File: src/rtl/conv_pool_seq.sv
// conv_pool_seq: runtime-configurable 2-D convolution sequencer with a 1-D
// max-pool stage on its output.
// It reads the image and the kernel from 1-cycle-latency memories, one tap
// per cycle. It accumulates signed products per output pixel in raster
// order, max-pools groups of pool_n consecutive results, and writes each
// pooled value to the output memory.
// Optional feature macro: BEST_LOC_EN. When it is defined, the block also
// reports the largest un-pooled result of the job and its (row, col).
module conv_pool_seq #(
  parameter int DATA_W   = 8,
  parameter int COEF_W   = 9,
  parameter int ACC_W    = 21,
  parameter int DIM_W    = 9,
  parameter int IADDR_W  = 18,
  parameter int KADDR_W  = 10,
  parameter int OADDR_W  = 13,
  parameter int POOL_MAX = 8
) (
  input  logic                      clk,
  input  logic                      reset,
  input  logic                      start,
  input  logic [DIM_W-1:0]          img_h,
  input  logic [DIM_W-1:0]          img_w,
  input  logic [DIM_W-1:0]          ker_h,
  input  logic [DIM_W-1:0]          ker_w,
  input  logic [3:0]                pool_n,
  output logic                      busy,
  output logic                      done,
  output logic                      err_cfg,
  output logic                      img_en,
  output logic [IADDR_W-1:0]        img_addr,
  input  logic signed [DATA_W-1:0]  img_data,
  output logic                      ker_en,
  output logic [KADDR_W-1:0]        ker_addr,
  input  logic signed [COEF_W-1:0]  ker_data,
  output logic                      out_we,
  output logic [OADDR_W-1:0]        out_addr,
`ifdef BEST_LOC_EN
  output logic signed [ACC_W-1:0]   best_val,
  output logic [DIM_W-1:0]          best_row,
  output logic [DIM_W-1:0]          best_col,
`endif
  output logic signed [ACC_W-1:0]   out_data,
  output logic [OADDR_W-1:0]        out_count
);

  localparam int PROD_W = DATA_W + COEF_W;
  localparam logic [3:0]         PMAX   = 4'(POOL_MAX);
  localparam logic [3:0]         P_ONE  = 4'd1;
  localparam logic [DIM_W-1:0]   D_ONE  = DIM_W'(1);
  localparam logic [IADDR_W-1:0] I_ONE  = IADDR_W'(1);
  localparam logic [KADDR_W-1:0] K_ONE  = KADDR_W'(1);
  localparam logic [OADDR_W-1:0] O_ONE  = OADDR_W'(1);

  typedef enum logic [2:0] {
    S_IDLE,
    S_CHECK,
    S_RUN,
    S_FLUSH,
    S_DONE
  } state_t;

  // Full-precision signed product of one image sample and one coefficient.
  function automatic logic signed [PROD_W-1:0] tap_mul(
    input logic signed [DATA_W-1:0] a,
    input logic signed [COEF_W-1:0] b
  );
    logic signed [PROD_W-1:0] a_ext;
    logic signed [PROD_W-1:0] b_ext;
    a_ext = PROD_W'(a);
    b_ext = PROD_W'(b);
    return a_ext * b_ext;
  endfunction

  // Sign-extend a product to accumulator width (the sum then wraps).
  function automatic logic signed [ACC_W-1:0] sext_prod(
    input logic signed [PROD_W-1:0] p
  );
    return {{(ACC_W-PROD_W){p[PROD_W-1]}}, p};
  endfunction

  // Zero-extend a dimension into the image address space.
  function automatic logic [IADDR_W-1:0] dim_to_iaddr(input logic [DIM_W-1:0] d);
    return {{(IADDR_W-DIM_W){1'b0}}, d};
  endfunction

  state_t                    r_state;
  logic [DIM_W-1:0]          r_img_h, r_img_w, r_ker_h, r_ker_w;
  logic [3:0]                r_pool_n;
  logic [DIM_W-1:0]          r_oh_last, r_ow_last, r_kh_last, r_kw_last;
  logic [DIM_W-1:0]          r_r, r_c, r_i, r_j;
  logic [IADDR_W-1:0]        r_pix_base, r_row_base;
  logic                      r_tap_vld, r_tap_first;
  logic signed [ACC_W-1:0]   r_acc;
  logic signed [ACC_W-1:0]   r_pool_max;
  logic [3:0]                r_pool_cnt;

  logic signed [ACC_W-1:0]   w_prod_ext;
  logic signed [ACC_W-1:0]   w_conv;
  logic signed [ACC_W-1:0]   w_pool_new;
  logic [3:0]                w_pool_cnt_nx;
  logic                      w_group_full;
  logic                      w_last_col, w_last_row, w_last_pix;
  logic                      w_last_j, w_last_tap;
  logic                      w_cfg_bad;
  logic [IADDR_W-1:0]        w_img_w_ext, w_next_pix;

  // Datapath: product of the data returned this cycle and the running sum.
  assign w_prod_ext    = sext_prod(tap_mul(img_data, ker_data));
  assign w_conv        = r_tap_first ? w_prod_ext : (r_acc + w_prod_ext);
  assign w_pool_new    = ((r_pool_cnt == 4'd0) || (w_conv > r_pool_max)) ? w_conv : r_pool_max;
  assign w_pool_cnt_nx = r_pool_cnt + P_ONE;
  assign w_group_full  = (w_pool_cnt_nx == r_pool_n);

  // Position tracking: end of kernel row / last tap / last output pixel.
  assign w_last_j   = (r_j == r_kw_last);
  assign w_last_tap = w_last_j && (r_i == r_kh_last);
  assign w_last_col = (r_c == r_ow_last);
  assign w_last_row = (r_r == r_oh_last);
  assign w_last_pix = w_last_col && w_last_row;

  // Moving to the next row start from the last column skips ker_w samples.
  assign w_img_w_ext = dim_to_iaddr(r_img_w);
  assign w_next_pix  = w_last_col ? (r_pix_base + dim_to_iaddr(r_ker_w))
                                  : (r_pix_base + I_ONE);

  assign w_cfg_bad = (r_ker_h == '0) || (r_ker_w == '0) ||
                     (r_ker_h > r_img_h) || (r_ker_w > r_img_w) ||
                     (r_pool_n == 4'd0) || (r_pool_n > PMAX);

  // Sequencer FSM with address generation, accumulation, pooling and writes.
  always_ff @(posedge clk or posedge reset) begin
    if (reset) begin
      r_state     <= S_IDLE;
      busy        <= 1'b0;
      done        <= 1'b0;
      err_cfg     <= 1'b0;
      img_en      <= 1'b0;
      img_addr    <= '0;
      ker_en      <= 1'b0;
      ker_addr    <= '0;
      out_we      <= 1'b0;
      out_addr    <= '0;
      out_data    <= '0;
      out_count   <= '0;
      r_img_h     <= '0;
      r_img_w     <= '0;
      r_ker_h     <= '0;
      r_ker_w     <= '0;
      r_pool_n    <= '0;
      r_oh_last   <= '0;
      r_ow_last   <= '0;
      r_kh_last   <= '0;
      r_kw_last   <= '0;
      r_r         <= '0;
      r_c         <= '0;
      r_i         <= '0;
      r_j         <= '0;
      r_pix_base  <= '0;
      r_row_base  <= '0;
      r_tap_vld   <= 1'b0;
      r_tap_first <= 1'b0;
      r_acc       <= '0;
      r_pool_max  <= '0;
      r_pool_cnt  <= '0;
    end else begin
      done        <= 1'b0;
      out_we      <= 1'b0;
      r_tap_vld   <= (r_state == S_RUN);
      r_tap_first <= (r_state == S_RUN) && (r_i == '0) && (r_j == '0);
      if (r_tap_vld) begin
        r_acc <= w_conv;
      end
      case (r_state)
        S_IDLE: begin
          if (start) begin
            r_img_h   <= img_h;
            r_img_w   <= img_w;
            r_ker_h   <= ker_h;
            r_ker_w   <= ker_w;
            r_pool_n  <= pool_n;
            busy      <= 1'b1;
            err_cfg   <= 1'b0;
            out_count <= '0;
            r_state   <= S_CHECK;
          end
        end
        S_CHECK: begin
          if (w_cfg_bad) begin
            err_cfg <= 1'b1;
            done    <= 1'b1;
            busy    <= 1'b0;
            r_state <= S_IDLE;
          end else begin
            r_oh_last  <= r_img_h - r_ker_h;
            r_ow_last  <= r_img_w - r_ker_w;
            r_kh_last  <= r_ker_h - D_ONE;
            r_kw_last  <= r_ker_w - D_ONE;
            r_r        <= '0;
            r_c        <= '0;
            r_i        <= '0;
            r_j        <= '0;
            r_pix_base <= '0;
            r_row_base <= '0;
            r_pool_cnt <= '0;
            img_en     <= 1'b1;
            ker_en     <= 1'b1;
            img_addr   <= '0;
            ker_addr   <= '0;
            r_state    <= S_RUN;
          end
        end
        S_RUN: begin
          if (w_last_tap) begin
            img_en  <= 1'b0;
            ker_en  <= 1'b0;
            r_state <= S_FLUSH;
          end else begin
            ker_addr <= ker_addr + K_ONE;
            if (w_last_j) begin
              r_j        <= '0;
              r_i        <= r_i + D_ONE;
              r_row_base <= r_row_base + w_img_w_ext;
              img_addr   <= r_row_base + w_img_w_ext;
            end else begin
              r_j      <= r_j + D_ONE;
              img_addr <= img_addr + I_ONE;
            end
          end
        end
        S_FLUSH: begin
          r_pool_max <= w_pool_new;
          // A full group, or whatever is left after the last pixel, is written.
          if (w_group_full || w_last_pix) begin
            out_we     <= 1'b1;
            out_addr   <= out_count;
            out_data   <= w_pool_new;
            out_count  <= out_count + O_ONE;
            r_pool_cnt <= 4'd0;
          end else begin
            r_pool_cnt <= w_pool_cnt_nx;
          end
          if (w_last_pix) begin
            r_state <= S_DONE;
          end else begin
            if (w_last_col) begin
              r_c <= '0;
              r_r <= r_r + D_ONE;
            end else begin
              r_c <= r_c + D_ONE;
            end
            r_pix_base <= w_next_pix;
            r_row_base <= w_next_pix;
            img_addr   <= w_next_pix;
            ker_addr   <= '0;
            r_i        <= '0;
            r_j        <= '0;
            img_en     <= 1'b1;
            ker_en     <= 1'b1;
            r_state    <= S_RUN;
          end
        end
        S_DONE: begin
          done    <= 1'b1;
          busy    <= 1'b0;
          r_state <= S_IDLE;
        end
        default: begin
          r_state <= S_IDLE;
        end
      endcase
    end
  end

`ifdef BEST_LOC_EN
  logic r_best_first;

  // Track the largest un-pooled result; strict compare keeps the earliest tie.
  always_ff @(posedge clk or posedge reset) begin
    if (reset) begin
      best_val     <= '0;
      best_row     <= '0;
      best_col     <= '0;
      r_best_first <= 1'b0;
    end else if ((r_state == S_IDLE) && start) begin
      best_val     <= '0;
      best_row     <= '0;
      best_col     <= '0;
      r_best_first <= 1'b1;
    end else if (r_state == S_FLUSH) begin
      if (r_best_first || (w_conv > best_val)) begin
        best_val <= w_conv;
        best_row <= r_r;
        best_col <= r_c;
      end
      r_best_first <= 1'b0;
    end
  end
`else
  // Best-location tracking is not built in this configuration.
`endif

endmodule

File: config.mk
export PLATFORM = sky130hd
export DESIGN_NAME = conv_pool_seq
export DESIGN_NICKNAME = d
export VERILOG_FILES = /design/src/rtl/conv_pool_seq.sv
export SDC_FILE = /design/constraint.sdc
export NUM_CORES = 1
export LEC_CHECK = 0
export BUFFER_PORTS_ARGS = -buffer_cell sky130_fd_sc_hd__buf_2
export CAP_MARGIN = 20
export CORE_ASPECT_RATIO = 1.25
export CORE_MARGIN = 2
export CORE_UTILIZATION = 50
export CTS_CLUSTER_DIAMETER = 100
export DETAILED_ROUTE_END_ITERATION = 10
export PLACE_DENSITY = 0.69
export SLEW_MARGIN = 20
export SYNTH_ARGS = -nofsm -noshare
export SYNTH_HDL_FRONTEND = slang
export SYNTH_SLANG_ARGS = --single-unit
File: constraint.sdc
create_clock -name clk -period 9.7 [get_ports clk]
set_clock_uncertainty 0.05 [all_clocks]
set_input_delay 1.455 -clock clk [delete_from_list [all_inputs] [get_ports clk]]
set_output_delay 1.455 -clock clk [all_outputs]
set_load 0.03 [all_outputs]
==> impl_metrics.json <==
{
  "r2r_setup_slack_ns": 4.89,
  "num_antenna_cells": 0,
  "fp.dieW_um": 179,
  "design.portCount": 141,
  "maxSlewHeadroom": 0.313,
  "total_wire_length_after_detailed_routing_mm": 46.9,
  "grt_busiest_layer": "met2",
  "synth.largest_area_cell": "sky130_fd_sc_hd__dfrtp_1",
  "number_of_global_route_vias_before_repair": 15700,
  "ctsRootBufferMaster": "sky130_fd_sc_hd__clkbuf_16",
  "final_period_minus_worst_setup_slack_ns": 9.04,
  "post_synth_instance_area_um2": 19100,
  "dp_hpwl_mm": 34.8,
  "grtUsageMet1": 0.300,
  "overflow": 0,
  "ys_top_cells_by_count": "346 x sky130_fd_sc_hd__nand2_1, 279 x sky130_fd_sc_hd__dfrtp_1, 178 x sky130_fd_sc_hd__inv_1",
  "drt_first_pass_iters": 5,
  "met3_usage": 0.0281,
  "area.growth.synth_to_final_pct": 12.2,
  "wire_per_inst_um": 16.7,
  "critPathArrivalTime_ns": 9.43,
  "grt_util_met2": 0.415,
  "ctsLongestPathBuffers": 3,
  "num_vias": 15600,
  "cp_max_fo": 12,
  "clkSinkCount": 279,
  "worst_hold_path.num_cells": 2,
  "total_neg_setup_slack_ns": 0,
  "fraction_of_layout_cells_with_a_size_suffix_above_1": 0.119,
  "antenna_violating_nets_post_route": 0,
  "floorplan.die_area_um2": 39800,
  "replace_congestion": 0.909,
  "synth-compound-area-share": 0.144,
  "drt_iter0_drc": 914,
  "cts-htree-levels": 2,
  "post_dp_cell_area_um2": 20300,
  "final-instance-count-excl-fill": 2813,
  "outcome": "finished, final reports clean",
  "async_set_or_reset_flop_fraction_in_the_synthesized_netlist": 1.00,
  "io_buffers": 140,
  "worstSetupEndpointType": "flip-flop",
  "yosys-top-cells-area": "sky130_fd_sc_hd__dfrtp_1 37%, sky130_fd_sc_hd__ha_1 8.1%, sky130_fd_sc_hd__fa_1 6.9%",
  "hold-path-endpoint": "out_addr[3]",
  "grt_pass1_wl_mm": 77.8,
  "yosys.area_share.xor_xnor": 0.0761,
  "synth_edf_count": 0,
  "nNetsFinal": 2545,
  "hold_buffers": 0,
  "post_drt_via_cell_ratio": 5.55,
  "synth_top_family_by_area": "simple AND/OR/NAND/NOR gates",
  "min-delay-start": "out_addr[3]",
  "setup.worst_path.start_class": "input pin",
  "synth_flop_cell": "sky130_fd_sc_hd__dfrtp_1",
  "finalCritPeriodShare": 0.932,
  "clock_tree_from_tritoncts": "done",
  "cap_viol_max_count": 0,
  "final_max_slew_viol_count": 0,
  "die_h_um": 223,
  "grt_setup_unrepaired": "no",
  "post-route-drc-count": 0,
  "total_clock_buffers_created_by_cts": 34,
  "clkTransAtPathRegs_ns": 0.06,
  "min_path_type": "reg2reg",
  "synth_top_cell_area_share": 0.366,
  "critPathRequiredTime_ns": 10.09,
  "worst_r2r_endpoint": "out_data[20]",
  "worstMarginPinSlew_ns": 1.03,
  "worst-r2r-cell-count": 19,
  "r2r-start": "r_acc[6]",
  "highest_achievable_clock_rate_ghz": 0.111,
  "crit_path_max_incr_delay_ns": 0.69,
  "placed_cells": 2752,
  "synth-simple-area-share": 0.190,
  "post_synth_mux_area_share": 0.0201,
  "cpMaxStageDelayCell": "sky130_fd_sc_hd__fa_1",
  "fp-row-count": 80,
  "synth_sequential_area_ratio": 0.366,
  "placeableCoreArea_um2": 37900,
  "synth_most_common_cell": "sky130_fd_sc_hd__nand2_1",
  "post_synth_num_cell_types": 80,
  "track_usage": 0.241,
  "initial_core_util": 0.503,
  "setup_viol_count_final": 0,
  "grt_antenna_before_repair": 0,
  "number_of_standard_cells_after_synthesis": 2177,
  "synth-adder-area-share": 0.150,
  "maximum_number_of_pins_on_one_net_before_global_route_repair": 174,
  "clock_latency_on_the_worst_skew_pair_ns": 0.53,
  "worst-setup-path-type": "in2reg",
  "synth_area_per_cell_um2": 8.77,
  "report.final.hold_viol_count": 0,
  "yosys_warnings": 0,
  "area_of_all_placed_cells_without_fillers_um2": 21400,
  "total_nets_after_synthesis": 2426,
  "flop_and_latch_count_out_of_synthesis": 279
}
[state kept, by name, indices dropped and copies added (netlist names), 9 cells and up]
name and count:
r_r 9, r_pool_max 21, r_img_w 9, img_addr 18
out_addr 13, r_kw_last 9, r_ow_last 9, r_oh_last 9
r_ker_w 9, r_ker_h 9, r_acc 21, r_pix_base 18
r_j 9, out_data 21, out_count 13, r_img_h 9
ker_addr 10, r_i 9, r_c 9, r_kh_last 9
r_row_base 18
[worst max-delay path, delay by kind of cell]
| family | cells | cell delay [ns] |
|---|---|---|
| adders and majority gates | 7 | 3.35 |
| and+or+nand+nor | 11 | 1.68 |
| xor gates and xnor gates | 1 | 0.36 |
| buffers and inverters | 6 | 0.70 |
| AOI/OAI and AO/OA | 8 | 1.91 |
[worst max-delay path by stage]
stage,start,end,slack [ns],depth (start not counted)
2_1_floorplan,reset,busy,0.50,1
3_3_place_gp,img_data[7],out_data[20],0.27,34
3_5_place_dp,img_data[7],out_data[20],0.14,34
4_1_cts,img_data[7],out_data[20],0.66,34
5_1_grt,img_data[7],r_pool_max[3],0.02,34
6_report,ker_data[8],r_pool_max[3],0.66,33
[final cells by class]
type | instances | area (um^2)
clock buffers | 47 | 980
clock inverters | 14 | 148
fillers | 3416 | 16500
inverters | 183 | 696
multi-input cells | 1636 | 11100
flip-flops and latches | 279 | 6980
well taps | 492 | 616
repair buffers | 162 | 878
[layer usage]
metal  wire length (um)  up-vias
li1                   -     7605
met1              19300     7521
met2              23600      367
met3               1780      131
met4               2250        0
met5                  0        -
[cells in the final DEF (no fill, tap or decap), types with 15 or more instances in the layout]
cell type                   Yosys  final
sky130_fd_sc_hd__nand2_1      346    346
sky130_fd_sc_hd__dfrtp_1      279    279
sky130_fd_sc_hd__inv_1        178    177
sky130_fd_sc_hd__nor2_1       169    167
sky130_fd_sc_hd__o21ai_0      158    157
sky130_fd_sc_hd__buf_2         15    140
sky130_fd_sc_hd__ha_1         123    123
sky130_fd_sc_hd__a21oi_1      121    121
sky130_fd_sc_hd__xnor2_1       90     90
sky130_fd_sc_hd__xor2_1        76     76
sky130_fd_sc_hd__fa_1          66     66
sky130_fd_sc_hd__nand3_1       57     57
sky130_fd_sc_hd__and2_1        48     48
sky130_fd_sc_hd__nor3_1        47     46
sky130_fd_sc_hd__clkbuf_16      0     34
sky130_fd_sc_hd__and3_1        26     26
sky130_fd_sc_hd__mux2_2        26     26
sky130_fd_sc_hd__nand4_1       22     22
sky130_fd_sc_hd__buf_4          5     21
sky130_fd_sc_hd__a21o_1        20     20
sky130_fd_sc_hd__o21ai_1       20     20
sky130_fd_sc_hd__o21a_1        18     18
sky130_fd_sc_hd__nor4_1        17     17
sky130_fd_sc_hd__a31oi_1       15     15
[per-stage QoR]
step	util	setup WS, ns	hold slack [ns]
3_3_place_gp	0.535	0.268	0.405
5_1_grt	0.565	0.0203	0.437
2_1_floorplan	-	0.501	0.400
4_1_cts	0.565	0.661	0.424
6_report	0.565	0.663	0.422
3_5_place_dp	0.535	0.143	0.411
[timing repair]
action                                  4_1_cts  5_1_grt
buffers inserted                              0        0
gates resized for setup                       0        2
endpoints found under the setup margin        0       20
[logic make-up (layout without fill, tap and decap cells)]
| kind of cell | Yosys count | in the layout |
|---|---|---|
| simple gates | 791 | 791 |
| compound gates | 455 | 455 |
| flops | 279 | 279 |
| buf+inv | 262 | 406 |
| fa+ha+maj | 189 | 189 |
| xor+xnor | 166 | 166 |
| mux | 35 | 35 |
Power is left out: the tool's default activity adds up to more than one toggle a clock period on the data nets, which glitch-free logic cannot reach.
